File: src/rtl/ahb_lite_decoder_mux.sv
// AHB-Lite address decoder and response mux with unmapped/timeout error capture.
// Decode and data-phase passthrough are combinational (zero latency); a stalled slave is aborted after TIMEOUT_CYC waits.
module ahb_lite_decoder_mux #(
  parameter int                    N_SLV       = 2,
  parameter int                    AW          = 32,
  parameter int                    DW          = 32,
  parameter logic [N_SLV*AW-1:0]   SLV_BASE    = {32'hFFEE0000, 32'hFFDF0000},
  parameter logic [N_SLV*AW-1:0]   SLV_MASK    = {32'hFFFE0000, 32'hFFFF0000},
  parameter int                    TIMEOUT_CYC = 255
) (
  input  logic                clk,
  input  logic                rst_n,
  input  logic [AW-1:0]       haddr,
  input  logic [1:0]          htrans,
  output logic [DW-1:0]       hrdata,
  output logic                hresp,
  output logic                hready,
  output logic [N_SLV-1:0]    hsel_s,
  input  logic [N_SLV-1:0]    readyout,
  input  logic [N_SLV-1:0]    resp,
  input  logic [N_SLV*DW-1:0] rdata,
  output logic                err_valid,
  output logic [AW-1:0]       err_addr,
  output logic                err_timeout,
  input  logic                err_clr,
  output logic                timeout_pulse
);

  localparam int SW = (N_SLV > 1) ? $clog2(N_SLV) : 1;
  localparam int CW = (TIMEOUT_CYC > 1) ? $clog2(TIMEOUT_CYC + 1) : 1;
  localparam logic [CW-1:0] TO_MAX = CW'(TIMEOUT_CYC);

  typedef enum logic [1:0] {ST_IDLE, ST_SLV, ST_ERR1, ST_ERR2} state_t;

  state_t        state_q, state_d;
  logic [SW-1:0] slv_q;
  logic [CW-1:0] wait_q;
  logic [AW-1:0] addr_q;
  logic          hit;
  logic [SW-1:0] hit_idx;
  logic          accepted;
  logic          timeout_hit;
  logic          err_cap;

  // Walk downwards so the lowest matching index is the one left standing.
  always_comb begin
    hit     = 1'b0;
    hit_idx = '0;
    for (int i = N_SLV - 1; i >= 0; i--) begin
      if ((haddr & SLV_MASK[i*AW +: AW]) == SLV_BASE[i*AW +: AW]) begin
        hit     = 1'b1;
        hit_idx = SW'(i);
      end
    end
    hsel_s = hit ? (N_SLV'(1) << hit_idx) : '0;
  end

  always_comb begin
    hready = 1'b1;
    hresp  = 1'b0;
    hrdata = '0;
    case (state_q)
      ST_SLV: begin
        hready = readyout[slv_q];
        hresp  = resp[slv_q];
        hrdata = rdata[int'(slv_q)*DW +: DW];
      end
      ST_ERR1: begin
        hready = 1'b0;
        hresp  = 1'b1;
      end
      ST_ERR2: hresp = 1'b1;
      default: ;
    endcase
  end

  assign accepted    = hready && (htrans == 2'b10 || htrans == 2'b11);
  assign timeout_hit = (TIMEOUT_CYC > 0) && (state_q == ST_SLV) &&
                       !readyout[slv_q] && (wait_q == TO_MAX);
  assign err_cap     = (accepted && !hit) || timeout_hit;

  always_comb begin
    state_d = state_q;
    if (state_q == ST_ERR1)
      state_d = ST_ERR2;
    else if (timeout_hit)
      state_d = ST_ERR1;
    else if (hready)
      state_d = accepted ? (hit ? ST_SLV : ST_ERR1) : ST_IDLE;
  end

  always_ff @(posedge clk) begin
    if (!rst_n) begin
      state_q       <= ST_IDLE;
      slv_q         <= '0;
      wait_q        <= '0;
      addr_q        <= '0;
      err_valid     <= 1'b0;
      err_addr      <= '0;
      err_timeout   <= 1'b0;
      timeout_pulse <= 1'b0;
    end else begin
      state_q       <= state_d;
      timeout_pulse <= timeout_hit;
      if (accepted)
        addr_q <= haddr;
      if (accepted && hit) begin
        slv_q  <= hit_idx;
        wait_q <= '0;
      end else if (state_q == ST_SLV && !readyout[slv_q] && wait_q != TO_MAX) begin
        wait_q <= wait_q + 1'b1;
      end
      // A timed-out transfer reports its own address-phase address, an unmapped one the address on the bus now.
      if (err_cap) begin
        err_valid   <= 1'b1;
        err_addr    <= timeout_hit ? addr_q : haddr;
        err_timeout <= timeout_hit;
      end else if (err_clr) begin
        err_valid <= 1'b0;
      end
    end
  end

endmodule

File: config.mk
export PLATFORM = sky130hd
export DESIGN_NAME = ahb_lite_decoder_mux
export DESIGN_NICKNAME = d
export VERILOG_FILES = /design/src/rtl/ahb_lite_decoder_mux.sv
export SDC_FILE = /design/constraint.sdc
export NUM_CORES = 1
export LEC_CHECK = 0
export ABC_AREA = 1
export CAP_MARGIN = 40
export CORE_MARGIN = 5
export CORE_UTILIZATION = 47
export DETAILED_ROUTE_END_ITERATION = 7
export PLACE_DENSITY = 0.86
export SLEW_MARGIN = 20
export SYNTH_ARGS = -nofsm -noshare
export SYNTH_HDL_FRONTEND = slang
export SYNTH_SLANG_ARGS = --single-unit
File: constraint.sdc
create_clock -name clk -period 3 [get_ports clk]
set_input_delay 0.75 -clock clk [delete_from_list [all_inputs] [get_ports clk]]
set_output_delay 0.75 -clock clk [all_outputs]
set_load 0.005 [all_outputs]
**Yosys cells after proc, flatten, opt, wreduce, memory -nomap -nowiden**

Cells that the tools add are included.
W data, S select, Z words.

- Bits in writable memories: 0
- Bits in registers: 78
- Output and inout bits: 71
- Memory bits (read-only): 0
- Latch bits: 0
- Word-level logic and storage cells: 55
- Bits of input ports: 105
- Memories kept: 0

- $mul: 0
- Magnitude comparators: 1
- Reductions and logical operators: 14
- Mux-type cells: 19
- Add/subtract/negate cells: 1
- Shift-type cells: 2
- Bitwise operators: 1
- Equality and inequality tests: 9
- Div/mod/pow operators: 0

Operator list:

| operator | count |
|---|---|
| $mux W32 | 2 |
| $shiftx A64 B7 Y32 | 1 |
| $eq A16 B16 Y1 const B | 1 |
| $eq A15 B15 Y1 const B | 1 |
| $mux W2 | 6 |
| $mux W1 | 9 |
| $add A8 B1 Y8 const B | 1 |
| $eq A2 B2 Y1 const B | 4 |
| $eq A8 B8 Y1 const B | 1 |
| $ne A8 B8 Y1 const B | 1 |
| $logic_and A1 B1 Y1 | 6 |
| $pmux W1 S2 | 2 |
| $reduce_or A2 Y1 | 2 |
| $reduce_bool A3 Y1 | 1 |
| $eq A2 B1 Y1 const B | 1 |
| $logic_not A1 Y1 | 2 |
| $logic_or A1 B1 Y1 | 2 |
| $lt A1 B2 Y1 const B | 1 |
| $reduce_bool A2 Y1 | 1 |
| $shl A1 B1 Y2 const A | 1 |
| $not A1 Y1 | 1 |

**Logic depth before layout (Yosys ltp)**

- Word-level depth: 8
- Gate-level depth with buffers: 12
- Depth with buffers taken out: 9

**Worst setup path before layout**

No wires, ideal clock.

- Path type: in2out
- From: in haddr[23]
- To: out hsel_s[1]
- Arrival time: 1295 ps
- Path buffers: 1
- Data required time: 2250 ps
- Setup slack: 955 ps
- Stages: 7
- Cells stage by stage: nand2_1 inv_1 nand2_1 nor2_1 nand2_1 inv_1 buf_4

- Word-level cells in the longest chain between the ends: 5
- Elaborated cells on any way between the ends: 7
- Classes of those cells: eq/ne: 2; shift: 1; mux: 4

Ends and longest elaborated chain:

| item | RTL line | source |
|---|---|---|
| from (decl) | 13 | `input logic [AW-1:0] haddr,` |
| $eq A15 B15 Y1 | 50 | `if ((haddr & SLV_MASK[i*AW +: AW]) == SLV_BASE[i*AW +: AW]) begin` |
| $mux W1 | 50 |  |
| $mux W1 (*) | 50 |  |
| named net hit_idx | 40 | `logic [SW-1:0] hit_idx;` |
| $shl A1 B1 Y2 (*) | 55 | `hsel_s = hit ? (N_SLV'(1) << hit_idx) : '0;` |
| $mux W2 (*) | 55 |  |
| to (decl) | 18 | `output logic [N_SLV-1:0] hsel_s,` |

Mark *: on every way through the listed nets, which the timed path passes. The rest lies on a longest branch.

**Worst setup path in the final report**

- From: in haddr[23]
- To: out hsel_s[0]

- Word-level cells in the longest chain between the ends: 5
- Elaborated cells on any way between the ends: 7
- Classes of those cells: eq/ne: 2; shift: 1; mux: 4

Ends and longest elaborated chain:

| item | RTL line |
|---|---|
| $eq A15 B15 Y1 | 50 |
| $mux W1 (2 in a row) | 50 |
| $shl A1 B1 Y2 | 55 |
| $mux W2 (*) | 55 |

Mark *: on every way between the ends. The rest lies on a longest branch, timed or not.

==> flow_summary.json <==
{
  "status": "complete, no violations",
  "cts_max_level": 3,
  "netlist_area_sq_um": 4410,
  "reg2reg_to": "addr_q[28]",
  "hold_viol_final": 0,
  "vias": 5214,
  "core_area_sq_um": 9200,
  "wl_per_cell_um": 14.6,
  "start_util_pct": 47.9,
  "syn_inst": 694,
  "power.density_nw_per_um2": 417,
  "grt_pass1_vias": 4997,
  "fill_cells": 759,
  "port_buffers": 174,
  "cp-startpoint": "haddr[23]",
  "num_io_pins": 176,
  "holdWs_ps": 500,
  "cts_root_buf": "clkbuf_8",
  "drc_errors": 0,
  "final.setup.tns_ps": 0,
  "final_max_slew_viol_count": 0,
  "ant_nets": 0,
  "antenna_found_initial": 0,
  "crit_required_ps": 2250,
  "worst_slew_pin_slew_ps": 519,
  "layout-drive-gt1-share_pct": 9.87,
  "die-area_sq_um": 11400,
  "cp-start-kind": "input port",
  "grt_pass1_wl_um": 23400,
  "hold_path.class": "flop to flop",
  "wl_um": 14300,
  "cts_setup_buffers": 0,
  "clock-sinks": 78,
  "cts_resized": 5,
  "core.rowCount": 35,
  "path_clk_slew_ps": 80,
  "synth-edff-count": 0,
  "synth.avg_cell_area_sq_um": 6.35,
  "grt_start_max_net_pins": 39,
  "drtIter0Drc": 404,
  "cts_made_buffers": 9,
  "die_w_um": 107,
  "rr_startpoint": "slv_q",
  "gr-total-overflow": 0,
  "peakVddDrop_v": 0.000367,
  "hold_depth": 2,
  "fin_worst_skew_ps": 14.6,
  "yosysSeqAreaShare_pct": 35.4,
  "crit_path_end_kind": "output pin",
  "dr.pass1.iters": 5,
  "arrival_ps": 2090,
  "cts_hold_buf": 0,
  "dp_hpwl_um": 10500,
  "seq_area_sq_um": 1560,
  "area_growth_pct": 48.4,
  "rsz0062_at_grt": "no",
  "diodes": 0,
  "cts_tree": "yes",
  "hold_end": "wait_q[1]",
  "routed_via_density": 5.31,
  "grt_usage_pct": 24.7,
  "min-delay-start": "wait_q[1]",
  "fin_area_sq_um": 6540,
  "worstSetupPathType": "input port to output pin",
  "max_freq_ghz": 0.352,
  "synth_cell_types": 29,
  "multi_input_area_sq_um": 2340,
  "insertion_delay_ps": 350,
  "async_flop_share_pct": 0,
  "drv_cap": 0,
  "cts_max_path_buffers": 2,
  "rr_worst_depth": 10,
  "gp_congestion": 0.819,
  "finalNetCount": 972,
  "synth_nets": 800,
  "ys_ff_latch": 78,
  "crit_fanout": 2,
  "die_y_um": 107,
  "setup_viol": 0,
  "ys.flop_type": "dfxtp_1",
  "timing.slew.headroom_pct": 65.4,
  "yosys_warnings": 0,
  "post-route-min-period_ps": 2840,
  "leakage_nw": 2.95,
  "min_period_over_period_pct": 94.7,
  "dpl_cell_area_sq_um": 6310,
  "ff2ff_setup_slack_ps": 940
}
-- cell type report --
class,instances,area share (%)
repair buffers,211,31.4
well taps,111,2.12
multi-input cells,511,35.8
clock inverters,6,1.42
flip-flops and latches,78,23.9
inverters,55,3.19
clock buffers,10,2.10
-- synthesized netlist by cell type (2+ instances only) --
cell	instances	area share [%]
nand4_1	8	1.1
nor3_1	2	0.23
nand2_1	195	17
clkbuf_1	15	1.3
nor2_4	3	0.77
dfxtp_1	78	35
o21ai_1	3	0.34
inv_1	52	4.4
a21oi_2	15	3.0
o21ai_0	35	4.0
nand3_4	2	0.79
a21oi_1	59	6.7
nand2_2	2	0.28
buf_6	7	1.8
buf_4	8	1.4
nand3_1	71	8.1
buf_2	19	2.2
xor2_1	3	0.60
nor2_1	106	9.0
inv_2	2	0.17
-- power breakdown --
part           internal (mW)  switching (mW)
clock network          0.495           0.401
logic                  0.358           0.299
registers               1.13          0.0472
total                   1.98           0.747
-- kinds of logic (layout without fill, tap and decap cells) --
logic type	after synthesis	in the layout	share of synthesized area, %
and+or+nand+nor	393	393	37.7
AOI/OAI and AO/OA	113	113	14.2
buffers and inverters	105	282	11.7
DFF	78	78	35.4
xor gates and xnor gates	4	4	0.795
adders and majority gates	1	1	0.284
-- per-layer routing --
layer	part of all wire (%)	GRT usage (%)	vias to the layer above
li1	-	-	2542
met1	39	28.1	2402
met2	50	44.8	240
met3	9.1	6.86	30
met4	2.1	7.31	0
met5	0	0	-
-- metrics by stage --
stage	setup WS, ps	util [%]	instances	power, mW
after floorplan	955	-	694	1.49
after global placement	-60.8	68.4	965	1.82
after detailed placement	-147	68.6	966	1.85
after CTS	157	71.1	982	2.74
after global routing	55.4	71.1	982	2.86
final	158	71.1	982	2.73
-- worst max path at each step --
| stage | end | cells past startpoint | slack (ps) |
|---|---|---|---|
| after floorplan | hsel_s[1] | 7 | 960 |
| after global placement | hsel_s[1] | 8 | -60 |
| after detailed placement | hsel_s[1] | 8 | -150 |
| after CTS | hrdata[11] | 6 | 160 |
| after global routing | hrdata[16] | 6 | 60 |
| final | hsel_s[0] | 8 | 160 |
-- state kept, by name (all words and copies together) (netlist names) --
register / cells
addr_q: 32
timeout_pulse: 1
err_addr: 32
err_valid: 1
state_q: 2
slv_q: 1
wait_q: 8
err_timeout: 1
-- cell usage in the layout, fill, tap and decap left out, types with 15 or more instances in the layout --
cell / count
dfxtp_1: 78
buf_4: 33
a21oi_1: 59
nand3_1: 71
clkdlybuf4s50_1: 171
nand2_1: 193
a21oi_2: 15
o21ai_0: 35
inv_1: 52
nor2_1: 105
-- critical path, cell delays in order --
cell	delay [ps]
clkdlybuf4s50_1	510
nand2_1	80
inv_1	50
nand2_1	80
nor2_2	160
nand2_1	120
inv_1	100
dlygate4sd2_1	250
(Power assumes the default switching activity.)
